## src/rtl/spi_pkg.sv

```systemverilog
// Shared definitions for the SPI receive path: parameter defaults and the
// packer state encoding that the SPI-side status logic also decodes.
package spi_pkg;
  localparam int BPW_DEFAULT     = 4;
  localparam int TIMEOUT_DEFAULT = 50000;

  typedef enum logic [1:0] {
    ST_EMPTY = 2'd0,
    ST_FILL  = 2'd1,
    ST_FULL  = 2'd2
  } rx_state_e;
endpackage

```

## src/rtl/rx_idle_timer.sv

```systemverilog
// Clearable idle counter that saturates at TIMEOUT_CYCLES-1 and flags the hit
// there, so a flush that cannot be taken yet stays pending.
module rx_idle_timer #(
  parameter int TIMEOUT_CYCLES = 50000,
  parameter int TO_W           = 16
) (
  input  logic Clk,
  input  logic Rst,
  input  logic clr,
  input  logic en,
  output logic hit
);
  logic [TO_W-1:0] cnt;

  assign hit = (cnt == TO_W'(TIMEOUT_CYCLES - 1));

  always_ff @(posedge Clk) begin
    if (Rst)             cnt <= '0;
    else if (clr)        cnt <= '0;
    else if (en && !hit) cnt <= cnt + 1'b1;
  end
endmodule

```

## src/rtl/spi_rx_packer.sv

```systemverilog
// Packs SPI receive bytes MSB-first into words, flushes partial words on idle
// timeout and counts bytes dropped while a full word waits for the consumer.
module spi_rx_packer
  import spi_pkg::*;
#(
  parameter int BYTES_PER_WORD = BPW_DEFAULT,
  parameter int TIMEOUT_CYCLES = TIMEOUT_DEFAULT,
  parameter int TO_W           = 16
) (
  input  logic                        Clk,
  input  logic                        Rst,
  input  logic [7:0]                  rcv_data,
  input  logic                        recv_done,
  output logic [8*BYTES_PER_WORD-1:0] word_data,
  output logic [3:0]                  word_bytes,
  output logic                        word_valid,
  input  logic                        word_ready,
  output logic                        overflow,
  output logic [7:0]                  drop_cnt
);
  localparam int W = 8 * BYTES_PER_WORD;
  localparam logic [3:0] BPW = 4'(BYTES_PER_WORD);

  rx_state_e  state;
  logic [W-1:0] asm_q, asm_d, ld_data, byte_at, byte_top;
  logic [3:0] cnt_q, cnt_d, ld_bytes;
  logic       free, load, drop, hit, tmr_clr, tmr_en;
  int         sh;

  assign free     = !word_valid || word_ready;
  assign byte_top = {rcv_data, {(W-8){1'b0}}};

  always_comb begin
    sh = 0;
    if (cnt_q < BPW) sh = 8 * (BYTES_PER_WORD - 1 - int'(cnt_q));
    byte_at = W'(rcv_data) << sh;
  end

  always_comb begin
    if (cnt_q == 4'd0)     state = ST_EMPTY;
    else if (cnt_q == BPW) state = ST_FULL;
    else                   state = ST_FILL;
  end

  // A pending timeout (hit but output busy) keeps the counter parked at hit.
  assign tmr_en  = (state == ST_FILL);
  assign tmr_clr = (state != ST_FILL) || (recv_done && !hit) || (hit && free);

  rx_idle_timer #(.TIMEOUT_CYCLES(TIMEOUT_CYCLES), .TO_W(TO_W)) u_timer (
    .Clk (Clk),
    .Rst (Rst),
    .clr (tmr_clr),
    .en  (tmr_en),
    .hit (hit)
  );

  always_ff @(posedge Clk) begin
    if (Rst) begin
      asm_q <= '0;
      cnt_q <= '0;
    end else begin
      asm_q <= asm_d;
      cnt_q <= cnt_d;
    end
  end

  always_comb begin
    asm_d    = asm_q;
    cnt_d    = cnt_q;
    load     = 1'b0;
    ld_data  = asm_q;
    ld_bytes = cnt_q;
    drop     = 1'b0;
    unique case (state)
      ST_EMPTY: begin
        if (recv_done) begin
          asm_d = byte_top;
          cnt_d = 4'd1;
        end
      end
      ST_FILL: begin
        if (hit && free) begin
          // Flush the partial first; a same-cycle byte opens a fresh word.
          load  = 1'b1;
          asm_d = recv_done ? byte_top : '0;
          cnt_d = recv_done ? 4'd1 : 4'd0;
        end else if (recv_done) begin
          if (cnt_q == BPW - 4'd1 && free) begin
            load     = 1'b1;
            ld_data  = asm_q | byte_at;
            ld_bytes = BPW;
            asm_d    = '0;
            cnt_d    = 4'd0;
          end else begin
            asm_d = asm_q | byte_at;
            cnt_d = cnt_q + 4'd1;
          end
        end
      end
      ST_FULL: begin
        if (free) begin
          load     = 1'b1;
          ld_bytes = BPW;
          asm_d    = recv_done ? byte_top : '0;
          cnt_d    = recv_done ? 4'd1 : 4'd0;
        end else if (recv_done) begin
          drop = 1'b1;
        end
      end
      default: ;
    endcase
  end

  always_ff @(posedge Clk) begin
    if (Rst) begin
      word_valid <= 1'b0;
      word_data  <= '0;
      word_bytes <= '0;
    end else if (load) begin
      word_valid <= 1'b1;
      word_data  <= ld_data;
      word_bytes <= ld_bytes;
    end else if (word_ready) begin
      word_valid <= 1'b0;
    end
  end

  always_ff @(posedge Clk) begin
    if (Rst) begin
      overflow <= 1'b0;
      drop_cnt <= '0;
    end else if (drop) begin
      overflow <= 1'b1;
      if (drop_cnt != 8'hFF) drop_cnt <= drop_cnt + 8'd1;
    end
  end
endmodule

```

## config.mk

```make
export PLATFORM = sky130hd
export DESIGN_NAME = spi_rx_packer
export DESIGN_NICKNAME = d
export VERILOG_FILES = /design/src/rtl/spi_pkg.sv /design/src/rtl/rx_idle_timer.sv /design/src/rtl/spi_rx_packer.sv
export SDC_FILE = /design/constraint.sdc
export NUM_CORES = 1
export LEC_CHECK = 0
export ABC_AREA = 1
export BUFFER_PORTS_ARGS = -buffer_cell sky130_fd_sc_hd__buf_2
export CORE_ASPECT_RATIO = 0.6
export CORE_MARGIN = 3
export CORE_UTILIZATION = 35
export CTS_CLUSTER_SIZE = 16
export DETAILED_ROUTE_END_ITERATION = 8
export PLACE_DENSITY = 0.61
export SYNTH_ARGS = -nofsm -noshare
export SYNTH_HDL_FRONTEND = slang
export SYNTH_SLANG_ARGS = --single-unit
export TNS_END_PERCENT = 10
```

## constraint.sdc

```tcl
create_clock -name Clk -period 3.4 [get_ports Clk]
set_input_delay 0.68 -clock Clk [delete_from_list [all_inputs] [get_ports Clk]]
set_output_delay 0.68 -clock Clk [all_outputs]
set_load 0.05 [all_outputs]
```

==> results.ini <==
[run_status]
status=completed

[cells_and_area]
fin_util=0.4172
layout_commonest_cell=nand2_1
fillers=1491
layout_common_cells=147 x nand2_1, 101 x inv_1, 98 x dfxtp_1
n_antenna_cell=0
drive_gt1_frac=0.1702
area_delta_synth_final_pct=13.93
fin_area_um2=5822
nNetsFinal=814

[cts]
cts_resized=0
cts_sinks=98
cts_buffers=9
cts.clk_slew.worst_paths_ns=0.06
cts_tree=done
cts_root_buf=clkbuf_16
clk_latency_ns=0.34
hold_buffers=0
cts-htree-levels=3
post_cts_buffers=0
clock_path_buffers=2

[grt]
grt_util_all_layers=0.1686
grt_pass1_vias=3997
grt_pass1_wl_um=21690
antenna_found_initial=0
overflow=0
grt_max_degree=41

[critical_path]
crit_type=register to register
crit_path_start_kind=register
cp_max_fo=40
arrival_ns=2.93
cp-end-kind=register
required_ns=3.67

[yosys]
yosysWarnings=0
synth_simple_gate_area_frac=0.3193
synth_fa_ha_area_frac=0.01714
ys_ff_latch=98
netlist_area_um2=5110
syn-mean-instance-area_um2=6.831
yosys.area_share.xor_xnor=0.02057
synth_top_family_by_area=simple AND/OR/NAND/NOR gates
synth_cell_types=35
synth_compound_area_frac=0.1401
synth_fp_nets=767
postSynthCellCount=748
ys_seq_area_frac=0.3839
synth.area.mux_share=0

[power_and_ir_drop]
swShare=0.3143
p_switching_uw=873.5
p_per_area_nw_per_um2=477.4
power_frac_seq=0.440
p_leak_uw=0.002694
combPwrFrac=0.198
p_int_uw=1906
peakVddDrop_mv=0.2157
power.share.clock=0.363

[drt]
route.detailed.drc=0
final_antenna_net_count=0
drt-pass1-iter-count=7
routed_wl_um=13510
drtIter0Drc=435
wl_per_cell_um=13.63
vias=4698
routed_via_density=4.741

[sta]
slew_violations=0
fin_crit_sh=0.7807
finalHoldViolCount=0
tightest_slew_ns=0.8266
setup_slack_ns=0.7457
rsz0062_at_grt=no
whs_ns=0.4477
clock.fmax_mhz=376.7
finClkSkew_ns=0.009984
slew_headroom=0.4489
setup_viol_count_final=0
finalCriticalPeriod_ns=2.654
finalSetupTns_ns=0

[placement]
gp_congestion=0.9004
io_buffer_count=57
pre_cts_ws_ns=0.8276
hpwl_um=10020
dpl_cell_area_um2=5532

[job]
max_cap_viol_count=0

[floorplanning]
io_pins=58
core_um2=13960
die_area_um2=16130
die_x_um=162.0
fp.dieH_um=99.60
start_util=0.3661
num_rows=33

[min_path]
hold_class=register to register

-- state kept, by name, summed over array words and instances (netlist names) --
name and flops:
word_valid 1, overflow 1, u_timer.cnt 16, drop_cnt 8, cnt_q 4, asm_q 32
word_bytes 4, word_data 32
-- kinds of logic after synthesis --
group | after synthesis
fa+ha+maj | 7
buf+inv | 148
simple gates | 343
compound gates | 140
xor+xnor | 12
flops | 98
-- synthesized netlist by cell type --
cell type  instances  area share
buf_2             11       0.011
nor2_2             2      0.0024
nand3b_1           1      0.0015
clkinv_1           1     0.00073
nand2_1          147        0.11
nor3_2             1      0.0020
inv_1            101       0.074
nand4_1           24       0.029
nor4_2             1      0.0024
nor2_4             7       0.015
nand2_4            1      0.0022
xor2_1             9       0.015
nor3b_1            3      0.0044
buf_4              4      0.0059
nand3_2            4      0.0078
o21ai_0           57       0.056
a21oi_1           52       0.051
clkinv_2           1     0.00098
nand3_1           43       0.042
nor2_1            74       0.054
xnor2_1            3      0.0051
clkbuf_1          10      0.0073
ha_1               7       0.017
nor4_1             5      0.0061
nor3_1            10      0.0098
nand2_2           16       0.020
nand3_4            2      0.0069
a31oi_1            1      0.0012
dfxtp_1           98        0.38
o21bai_1           1      0.0015
o21ai_2            3      0.0051
buf_6              3      0.0066
nand4_2            2      0.0049
inv_2             17       0.012
o21ai_1           26       0.025
-- routing by layer --
metal / track usage / share of wire / vias up
met1: 0.2907 / 0.57 / 2057
met2: 0.1974 / 0.34 / 144
met5: 0 / 0 / -
met4: 0.02752 / 0.0040 / 0
li1: - / - / 2491
met3: 0.04453 / 0.076 / 6
-- worst max-delay path, cell delays in order (launching register included) --
cell and delay (ns):
dfxtp_1 0.45, inv_1 0.13, ha_1 0.30, nand2_2 0.24
nand2_2 0.13, nor3_1 0.33, nor2_1 0.09, nand2_2 0.22
buf_4 0.38, o21ai_0 0.15, a21oi_1 0.14
-- worst paths after layout --
check | startpoint | endpoint | slack [ns] | cells past startpoint
max reg2reg | cnt_q[2] | word_data[25] | 0.75 | 10
max | cnt_q[2] | word_data[25] | 0.75 | 10
min | asm_q[10] | word_data[10] | 0.45 | 2
min reg2reg | asm_q[10] | word_data[10] | 0.45 | 2
-- area by class of cell --
type	count	area (um2)	share of cell area
multi-input combinational	502	2540	0.4363
sequential	98	1962	0.3370
inverter	120	451.7	0.07758
timing repair buffer	64	337.8	0.05803
tap	192	240.2	0.04126
clock buffer	9	225.2	0.03868
clock inverter	6	65.06	0.01118
-- metrics by stage --
stage | total power, uW | std cells
2_1_floorplan | 1658 | 748
3_3_place_gp | 1788 | 976
3_5_place_dp | 1784 | 976
4_1_cts | 2793 | 991
5_1_grt | 2918 | 991
6_report | 2780 | 991
-- power groups by stage --
stage	Combinational [uW]	Sequential (uW)	Clock (uW)
2_1_floorplan	412	1250	0
3_3_place_gp	540	1250	0
3_5_place_dp	537	1250	0
4_1_cts	539	1220	1030
5_1_grt	612	1230	1080
6_report	549	1220	1010
(Power assumes the default switching activity.)
